--- config.mk ---
export PLATFORM = sky130hd
export DESIGN_NAME = fifo_downsize_rd_ctrl
export DESIGN_NICKNAME = d
export VERILOG_FILES = /design/src/rtl/fifo_downsize_rd_ctrl.sv
export SDC_FILE = /design/constraint.sdc
export NUM_CORES = 1
export LEC_CHECK = 0
export ABC_AREA = 1
export BUFFER_PORTS_ARGS = -buffer_cell sky130_fd_sc_hd__buf_4
export CORE_MARGIN = 3
export CORE_UTILIZATION = 51
export DETAILED_ROUTE_END_ITERATION = 7
export PLACE_DENSITY = 0.84
export RECOVER_POWER = 100
export SLEW_MARGIN = 20
export SYNTH_ARGS = -nofsm -noshare
export SYNTH_HDL_FRONTEND = slang
export SYNTH_SLANG_ARGS = --single-unit
--- constraint.sdc ---
create_clock -name clk -period 1.2 [get_ports clk]
set_input_delay 0.06 -clock clk [delete_from_list [all_inputs] [get_ports clk]]
set_output_delay 0.06 -clock clk [all_outputs]
set_load 0.01 [all_outputs]
--- src/rtl/fifo_downsize_rd_ctrl.sv ---
// -----------------------------------------------------------------------------
// fifo_downsize_rd_ctrl
//
// Read-side sequencer for a downsizing FIFO. Each wide FIFO entry is unpacked
// into RATIO narrow lanes. The block drives the FIFO's lane mux, pop strobe and
// output-register hold. It presents the FIFO's registered narrow output as a
// valid/ready stream. A command gives the starting lane and the beat count, so
// unaligned starts and partial final entries follow AXI narrow-burst rules.
//
// Ports
//   clk, rst        : rising-edge clock, asynchronous active-high reset
//   cmd_valid/ready : command handshake (ready only while idle)
//   cmd_lane        : lane of the first beat within the first wide entry
//   cmd_len         : narrow beat count minus one
//   fifo_empty      : FIFO empty flag
//   fifo_rd_en      : pop the current wide entry at this edge
//   fifo_rd_src     : lane select into the FIFO output mux
//   fifo_data_hold  : freeze the FIFO output register
//   out_valid/ready : narrow beat stream handshake (data is FIFO data_out)
//   out_last        : current beat is the final beat of its command
//   busy            : command in progress or beat still pending
// -----------------------------------------------------------------------------
module fifo_downsize_rd_ctrl #(
    parameter int DATA_WIDTH_IN  = 64,
    parameter int DATA_WIDTH_OUT = 32,
    parameter int LEN_WIDTH      = 8,
    localparam int RATIO         = DATA_WIDTH_IN / DATA_WIDTH_OUT,
    localparam int LANE_W        = $clog2(RATIO)
) (
    input  logic                 clk,
    input  logic                 rst,
    input  logic                 cmd_valid,
    output logic                 cmd_ready,
    input  logic [LANE_W-1:0]    cmd_lane,
    input  logic [LEN_WIDTH-1:0] cmd_len,
    input  logic                 fifo_empty,
    output logic                 fifo_rd_en,
    output logic [LANE_W-1:0]    fifo_rd_src,
    output logic                 fifo_data_hold,
    output logic                 out_valid,
    input  logic                 out_ready,
    output logic                 out_last,
    output logic                 busy
);

    typedef enum logic [0:0] {
        IDLE = 1'b0,
        RUN  = 1'b1
    } state_t;

    state_t               state_q, state_d;
    logic [LANE_W-1:0]    lane_q, lane_d;
    logic [LEN_WIDTH-1:0] rem_q, rem_d;
    logic                 valid_q, valid_d;
    logic                 last_q, last_d;
    logic                 issue_s;
    logic                 final_lane_s;
    logic                 final_beat_s;

    // An issue loads a new beat into the FIFO output register. It is allowed
    // when the register is free or its current beat is being accepted now.
    assign issue_s      = (state_q == RUN) && !fifo_empty && (!valid_q || out_ready);
    assign final_lane_s = (lane_q == LANE_W'(RATIO - 1));
    assign final_beat_s = (rem_q == {LEN_WIDTH{1'b0}});

    // Next-state, counters and FIFO read controls.
    always_comb begin
        state_d        = state_q;
        lane_d         = lane_q;
        rem_d          = rem_q;
        valid_d        = valid_q;
        last_d         = last_q;
        fifo_rd_en     = 1'b0;
        fifo_rd_src    = lane_q;
        fifo_data_hold = valid_q && !out_ready;

        case (state_q)
            IDLE: begin
                if (cmd_valid) begin
                    state_d = RUN;
                    lane_d  = cmd_lane;
                    rem_d   = cmd_len;
                end else begin
                    state_d = IDLE;
                end
            end
            RUN: begin
                if (issue_s) begin
                    // Pop on the edge that captures the entry's last used lane,
                    // so a partial final entry is still consumed.
                    fifo_rd_en = final_lane_s || final_beat_s;
                    lane_d     = lane_q + LANE_W'(1);
                    rem_d      = rem_q - LEN_WIDTH'(1);
                    if (final_beat_s) begin
                        state_d = IDLE;
                    end else begin
                        state_d = RUN;
                    end
                end else begin
                    state_d = RUN;
                end
            end
            default: begin
                state_d = IDLE;
            end
        endcase

        if (issue_s) begin
            fifo_data_hold = 1'b0;
            valid_d        = 1'b1;
            last_d         = final_beat_s;
        end else if (valid_q && out_ready) begin
            valid_d = 1'b0;
            last_d  = 1'b0;
        end else begin
            valid_d = valid_q;
            last_d  = last_q;
        end
    end

    // State and datapath-control registers.
    always_ff @(posedge clk or posedge rst) begin
        if (rst) begin
            state_q <= IDLE;
            lane_q  <= {LANE_W{1'b0}};
            rem_q   <= {LEN_WIDTH{1'b0}};
            valid_q <= 1'b0;
            last_q  <= 1'b0;
        end else begin
            state_q <= state_d;
            lane_q  <= lane_d;
            rem_q   <= rem_d;
            valid_q <= valid_d;
            last_q  <= last_d;
        end
    end

    assign cmd_ready = (state_q == IDLE);
    assign out_valid = valid_q;
    assign out_last  = last_q;
    assign busy      = (state_q == RUN) || valid_q;

endmodule

==> results of run 1 <==
[metrics by stage]
step	utilization	instance area, um^2	setup TNS, ps
2_1_floorplan	-	812	0
3_3_place_gp	0.726	1020	0
3_5_place_dp	0.726	1020	-25.9
4_1_cts	0.916	1280	-693
[kinds of logic after synthesis]
kind of cell,after synthesis,synth area share
AND/OR/NAND/NOR,65,0.359
flip-flops,12,0.370
adder cells (fa/ha/maj),2,0.0308
buffers and inverters,20,0.125
AO/OA/AOI/OAI,16,0.116
[what timing repair did]
action	in CTS
gates cloned	0
endpoints found under the setup margin	6
hold buffers	1
hold endpoints to repair	12
pin swaps	9
gates resized for setup	31
setup buffers	16
==> summary.md, run 1 <==
| Metric | Value |
|---|---|
| First Err | [ERROR DPL-0038] Utilization greater than 100%, impossible to legalize |
| GP Congestion | 0.829 |
| Sequential area share after synthesis | 0.370 |
| Worst slack, placed | -16.4 ps |
| Die X | 45.9 um |
| EDFF count, synth | 0 |
| Top-count cell post-synth | nand2_1 |
| Seq cells post-synth | 12 |
| Die Y-Extent | 45.9 um |
| Post-Synthesis Net Count | 131 |
| Clk buf depth | 2 |
| Post-synth cell types | 21 |
| CTS buffer count | 3 |
| Initial Utilization | 0.581 |
| Synth Flop Type | dfrtp_1 |
| Leading area contributor after synthesis | dfrtp_1 |
| CTS sink count | 12 |
| Ys async rst share | 1.00 |
| Depth of the CTS H-tree | 1 |
| # port buffers | 20 |
| Area share of the largest cell type after synthesis | 0.370 |
| Root buffer selected by CTS | clkbuf_4 |
| Mapped Area | 812 um^2 |
| GR repair worst EP | fifo_rd_en |
| Dpl hpwl | 1410 um |
| YS warnings | 0 |
| Outcome | stopped before the end |
| Largest net degree at the start of global routing | 13 |
| Row cnt | 13 |
| Synth Instances | 115 |
| Post-Place Cells | 154 |
| Most frequent cells after synthesis | 40 x nand2_1, 16 x inv_1, 12 x dfrtp_1, 12 x nor2_1, 8 x o21ai_0 |
| Failing step | global routing |
| Synth Area per Inst | 7.06 um^2 |
| Synth area leaders | dfrtp_1 37%, nand2_1 18%, inv_1 7.4%, nor2_1 5.5%, o21ai_0 4.9% |
| IO Count | 21 |
| Worst_ep kind | top-level output |
==> run 2: changes to the inputs <==
Settings changed: CORE_AREA from default to 3 3 64 66, CORE_MARGIN 3 to default, CORE_UTILIZATION 51 to default, DIE_AREA from default to 0 0 67 69, PLACE_DENSITY 0.84 to default, PLACE_DENSITY_LB_ADDON from default to 0.15.
==> run 2 against run 1 <==
  * Synthesized cell count did not move
  * Synthesized area did not move
  * The flow now finishes, with violations (setup timing)
==> summary.md, run 2 <==
| Metric | Value |
|---|---|
| YS warnings | 0 (unchanged) |
| Cell family with most CP delay | flip-flops |
| Fin. Hold Viols | 0 |
| CP bufs+invs | 3 |
| RSZ-0062 raised after global routing | true |
| Mapped Area | 812 um^2 (unchanged) |
| Internal power component | 1.65 mW |
| Initial DRC Count | 25 |
| Final worst slack | -162 ps |
| Vias | 864 |
| Clock slew at reported path FFs | 60 ps |
| Row cnt | 22 (+9) |
| Max FFs per register | 8 |
| Drt drc | 0 |
| Area share of the largest cell type after synthesis | 0.370 (unchanged) |
| IO Count | 21 (unchanged) |
| Post-Synthesis Net Count | 131 (unchanged) |
| Worst-path cell chain | inv_2, ha_4, nand3_2, inv_2, nand4_1, o21ai_1, buf_4 |
| Fin cells | 205 |
| Failing checks | setup timing |
| Max cap viols | 0 |
| Ys async rst share | 1.00 (unchanged) |
| GP Congestion | 0.810 (-2.2%) |
| CTS sink count | 12 (unchanged) |
| Synth area leaders | dfrtp_1 37%, nand2_1 18%, inv_1 7.4%, nor2_1 5.5%, o21ai_0 4.9% |
| Depth of the CTS H-tree | 1 (unchanged) |
| Worst hold path class | in -> reg |
| Psw | 1.19 mW |
| EDFF count, synth | 0 (unchanged) |
| Initial Utilization | 0.223 (-0.357) |
| Clk pwr share | 0.163 |
| Maximum operating frequency | 734 MHz |
| Most frequent cells after synthesis | 40 x nand2_1, 16 x inv_1, 12 x dfrtp_1, 12 x nor2_1, 8 x o21ai_0 |
| Largest net degree at the start of global routing | 15 |
| Combinational Power Share | 0.580 |
| Seq cells post-synth | 12 (unchanged) |
| CP dominant cell by count | inv_2 |
| DRT Pass-1 Iters | 4 |
| Initial antenna violation count | 0 |
| Max-slew violations | 0 |
| Number of global-route vias before repair | 844 |
| Req. time, crit path | 1140 ps |
| WP data arrival | 1300 ps |
| Final setup vio count | 6 |
| Clk_lat worst skew | 250 ps |
| Clk buf depth | 2 (unchanged) |
| Sw frac | 0.419 |
| Commonest non-fill, non-tap cell in the layout | nand2_1 |
| Hold WS | 41.2 ps |
| Top-count cell post-synth | nand2_1 |
| Area Overhead vs Synth | 58.6% |
| CORE AREA | 3630 um^2 |
| Worst slew margin | 0.651 |
| Total GRT Usage | 0.109 |
| Most flops, register | rem_q |
| CTS tree | yes |
| Antenna-violating nets left | 0 |
| Worst-Margin Slew | 523 ps |
| Pleak | 0.668 nW |
| Synth Flop Type | dfrtp_1 |
| Crit path max-delay cell type | dfrtp_1 |
| Fin nets | 174 |
| CP endpoint kind | output port |
| Grt ovf | 0 |
| Peak per-stage delay on the critical path | 390 ps |
| Commonest cells after routing, fill and taps aside | 36 x nand2_1, 31 x buf_4, 11 x inv_1, 11 x dfrtp_1, 10 x nor2_1 |
| Power Dens Cells | 2210 nW/um^2 |
| Leading area contributor after synthesis | dfrtp_1 |
| Post-route setup TNS | -341 ps |
| Post-synth cell types | 21 (unchanged) |
| First-pass GRT wire length | 3930 um |
| Layout cells sized above 1 | 0.433 |
| Setup Skew | 4.05 ps |
| Dpl hpwl | 1630 um (+15%) |
| CP Launch Type | register |
| Sequential share of power | 0.257 |
| Sequential area share after synthesis | 0.370 (unchanged) |
| Final wirelength | 2310 um |
| CTS buffer count | 3 (unchanged) |
| Die X | 67 um (+46%) |
| Root buffer selected by CTS | clkbuf_8 |
| Synth Area per Inst | 7.06 um^2 (unchanged) |
| DR WL/cell | 11.3 um |
| Worst vdd ir | 1.08 mV |
| Outcome | complete, but fails checks |
| Final period util | 1.13 |
| Critical path class | reg -> out |
| Number of diodes | 0 |
| Post-Place Cells | 190 (+23%) |
| Vias per cell | 4.21 |
| Crit path max fanout | 2 |
| Die Y-Extent | 69 um (+50%) |
| Die area | 4620 um^2 |
| Synth Instances | 115 (unchanged) |
| Post-route minimum period | 1360 ps |
| # port buffers | 20 (unchanged) |
run 2: cell counts after synthesis:
No cell type changed its count.
run 2: metrics by stage:
stage | setup slack [ps] | utilization | instance area [um^2] | total power, mW
2_1_floorplan | 71.8 | - | 812 | 1.55
3_3_place_gp | -73.4 | 0.297 | 1080 | 2.05
3_5_place_dp | -61.7 | 0.297 | 1080 | 2.06
4_1_cts | -188 | 0.345 | 1250 | 2.78
5_1_grt | -248 | 0.354 | 1290 | 3.13
6_report | -162 | 0.354 | 1290 | 2.84
run 2: repair_timing:
item / 4_1_cts / 5_1_grt
hold buffers: 1 / 0
setup buffers: 7 / 6
pin swaps: 3 / 5
cloned: 0 / 0
resized for setup: 18 / 16
setup endpoints to repair: 9 / 13
endpoints found under the hold margin: 12 / 0
run 2: metal layers:
| metal | up-vias | share of wire | track usage |
|---|---|---|---|
| met1 | 401 | 0.45 | 0.143 |
| met2 | 18 | 0.48 | 0.172 |
| met5 | - | 0 | 0 |
| met3 | 2 | 0.060 | 0.0326 |
| met4 | 0 | 0.0039 | 0.0270 |
| li1 | 443 | - | - |
run 2: cell type report:
| type | instances | area (um^2) |
|---|---|---|
| fillers | 397 | 2350 |
| inverters | 17 | 71.3 |
| repair buffers | 41 | 322 |
| multi-input cells | 83 | 478 |
| well taps | 48 | 60.1 |
| clock buffers | 4 | 55.1 |
| flip-flops and latches | 12 | 302 |
run 2: logic make-up after synthesis:
kind of cell,Yosys count,share of synthesized area
AND/OR/NAND/NOR,65,0.359
buffers and inverters,20,0.125
AO/OA/AOI/OAI,16,0.116
flip-flops,12,0.370
adder cells (fa/ha/maj),2,0.0308
run 2: worst reg2reg max path, cell delays in order, from the launching register on:
cell and delay (ps):
dfrtp_2 420, buf_4 130, buf_4 130, nand3_4 80, nand2_4 120, buf_4 180, o211ai_2 50, o21ai_2 60
run 2: power by group through the flow:
| stage | clock [mW] | combinational (mW) | sequential [mW] |
|---|---|---|---|
| 2_1_floorplan | 0 | 0.855 | 0.693 |
| 3_3_place_gp | 0 | 1.33 | 0.721 |
| 3_5_place_dp | 0 | 1.33 | 0.724 |
| 4_1_cts | 0.479 | 1.57 | 0.726 |
| 5_1_grt | 0.505 | 1.87 | 0.759 |
| 6_report | 0.462 | 1.65 | 0.729 |
run 2: worst paths after layout:
check / from / end / slack (ps) / cells after the start
min in group asynchronous: rst / rem_q[1]$_DFFE_PP0P_ / 400 / 3
min: cmd_valid / state_q$_DFF_PP0_ / 40 / 3
max: rem_q[1]$_DFFE_PP0P_ / fifo_rd_en / -160 / 7
max reg2reg: state_q$_DFF_PP0_ / rem_q[1]$_DFFE_PP0P_ / -90 / 7
min reg2reg: rem_q[4]$_DFFE_PP0P_ / rem_q[4]$_DFFE_PP0P_ / 530 / 2
max in group asynchronous: rst / state_q$_DFF_PP0_ / 420 / 3
Power figures use the tool's default switching activity.
==> run 3: changes to the inputs <==
Settings changed: GPL_TIMING_DRIVEN from default to 0, HOLD_SLACK_MARGIN from default to 0.02.
==> run 3 against run 2 <==
  * The run still ends with setup timing left
  * Via count shrank 4.6%
  * Wire length shrank 1.5%
  * Sequential cell count is the same
  * Utilization shrank 1.9 points
  * Highest routed layer unchanged
  * Count of clock-buffer cells in the layout is the same
==> summary.md, run 3 (synthesis gave the netlist of run 2 again) <==
| Metric | Value |
|---|---|
| Final setup vio count | 5 (-1) |
| Critical path class | reg -> out |
| Grt ovf | 0 (unchanged) |
| Clk_lat worst skew | 250 ps (about the same) |
| Total power | 2.70 mW (-4.8%) |
| Drt drc | 0 (unchanged) |
| CTS sink count | 12 (unchanged) |
| Row cnt | 22 (unchanged) |
| DRT Pass-1 Iters | 4 (unchanged) |
| First-pass GRT wire length | 4060 um (+3.3%) |
| GP Congestion | 0.785 (-3.1%) |
| Max FFs per register | 8 (unchanged) |
| Number of diodes | 0 (unchanged) |
| Max-slew violations | 0 (unchanged) |
| Post-Place Cells | 183 (-3.7%) |
| Most flops, register | rem_q |
| CP Launch Type | register |
| Largest net degree at the start of global routing | 13 (-2) |
| Antenna-violating nets left | 0 (unchanged) |
| Clock slew at reported path FFs | 60 ps (about the same) |
| Outcome | complete, but fails checks |
| WP data arrival | 1350 ps (+50 ps) |
| Worst vdd ir | 1.09 mV (+1.2%) |
| Commonest cells after routing, fill and taps aside | 39 x nand2_1, 22 x buf_4, 13 x inv_1 |
| Initial antenna violation count | 0 (unchanged) |
| Req. time, crit path | 1140 ps (about the same) |
| Initial DRC Count | 31 (+24%) |
| Cells on worst reg2reg path | 8 (+1) |
| Dpl hpwl | 1620 um (-0.53%) |
| Die X | 67 um (unchanged) |
| Hold WS | 47.9 ps (+6.75 ps) |
| Final period util | 1.18 (+0.0406) |
| Vias | 824 (-4.6%) |
| Max cap viols | 0 (unchanged) |
| # port buffers | 20 (unchanged) |
| Vias per cell | 4.23 (+0.26%) |
| Worst slew margin | 0.642 (-0.00896) |
| CP endpoint kind | output port |
| Layout cells sized above 1 | 0.333 (-0.0998) |
| RSZ-0062 raised after global routing | true |
| Hold Path Stages | 3 (unchanged) |
| Worst hold path class | in -> reg |
| Worst-Margin Slew | 536 ps (+13.4 ps) |
| Failing checks | setup timing |
| Final wirelength | 2270 um (-1.5%) |
| Root buffer selected by CTS | clkbuf_8 |
| Area of the multi-input gates | 455 um^2 (-4.7%) |
| Initial Utilization | 0.223 (unchanged) |
| Pleak | 0.622 nW (-6.8%) |
| CTS tree | yes |
| Power Dens Cells | 2220 nW/um^2 (+0.72%) |
| Sequential cell area | 300 um^2 (-0.41%) |
| Clk buf depth | 2 (unchanged) |
| Number of global-route vias before repair | 882 (+4.5%) |
| CTS buffer count | 3 (unchanged) |
| IO Count | 21 (unchanged) |
| Fillcell total | 395 (-0.50%) |
| Maximum operating frequency | 709 MHz (-3.5%) |
| Fin cells | 195 (-4.9%) |
| Depth of the CTS H-tree | 1 (unchanged) |
| Commonest non-fill, non-tap cell in the layout | nand2_1 |
| Setup Skew | 6.28 ps (+2.23 ps) |
| Die Y-Extent | 69 um (unchanged) |
| Final worst slack | -211 ps (-48.7 ps) |
| Crit path max fanout | 3 (+1) |
| DR WL/cell | 11.7 um (+3.5%) |
| Die area | 4620 um^2 (unchanged) |
| Fin nets | 164 (-5.7%) |
| Area Overhead vs Synth | 49.9% |
| Total GRT Usage | 0.113 (+0.00371) |
| Post-route minimum period | 1410 ps (+48.7 ps) |
| Fin. Hold Viols | 0 (unchanged) |
| CORE AREA | 3630 um^2 (unchanged) |
run 3: cell count changes in the layout (fill, tap and decap cells not counted), moves of 2 or more:
cell     before  now
inv_2         5    3
inv_1        11   13
nor2_2        3    1
nand2_1      36   39
nand2_4       4    2
o21ai_0       3    5
buf_6         5    2
buf_4        31   22
run 3: worst max-delay path, stage by stage, from the launching register on:
cell	delay [ps]
dfrtp_1	400
inv_2	100
ha_4	130
nand3_2	50
inv_2	50
nand4_1	120
o21ai_1	120
buf_4	140
run 3: stage by stage:
stage	utilization	cell area, um^2	setup TNS [ps]	setup slack, ps
floorplan	-	812	0	71.8
global placement	0.281	1020	-233	-102
detailed placement	0.281	1020	-194	-82.8
CTS	0.335	1220	-430	-215
global route	0.335	1220	-919	-312
finish	0.335	1220	-310	-211
run 3: report_power, final:
group / leakage (nW) / internal, mW / total (mW) / switching (mW)
sequential: 0.141 / 0.570 / 0.728 / 0.158
clock: 0.0288 / 0.291 / 0.457 / 0.167
combinational: 0.452 / 0.691 / 1.52 / 0.827
run 3: area by class of cell:
| class | instances | area share |
|---|---|---|
| Multi-Input combinational cell | 83 | 0.374 |
| Sequential cell | 12 | 0.247 |
| Timing Repair Buffer | 29 | 0.208 |
| Inverter | 17 | 0.0586 |
| Tap cell | 48 | 0.0493 |
| Clock buffer | 4 | 0.0452 |
| Buffer | 2 | 0.0185 |
run 3: metal layers:
| layer | wire (um) | GRT usage | vias to the layer above |
|---|---|---|---|
| li1 | - | - | 428 |
| met1 | 1060 | 0.149 | 374 |
| met2 | 1070 | 0.171 | 16 |
| met3 | 107 | 0.0293 | 6 |
| met4 | 42 | 0.0450 | 0 |
| met5 | 0 | 0 | - |
run 3: path summary, 6_finish.rpt:
| path | startpoint | endpoint | slack [ps] |
|---|---|---|---|
| setup / recovery | rem_q[0]$_DFFE_PP0P_ | fifo_rd_en | -210 |
| hold / removal | cmd_len[1] | rem_q[1]$_DFFE_PP0P_ | 50 |
| setup reg to reg | rem_q[0]$_DFFE_PP0P_ | rem_q[6]$_DFFE_PP0P_ | -50 |
| hold reg to reg | rem_q[4]$_DFFE_PP0P_ | rem_q[4]$_DFFE_PP0P_ | 500 |
| max in group asynchronous | rst | out_last$_DFFE_PP0P_ | 430 |
| min in group asynchronous | rst | out_valid$_DFFE_PP0P_ | 410 |
run 3: timing repair:
item                                   in CTS  in global routing
pin swaps                                   3                  0
endpoints found under the hold margin      12                  0
hold buffers                                1                  0
setup buffers                               6                  1
setup endpoints to repair                   5                 12
gates cloned                                1                  0
gates resized for setup                    17                  5
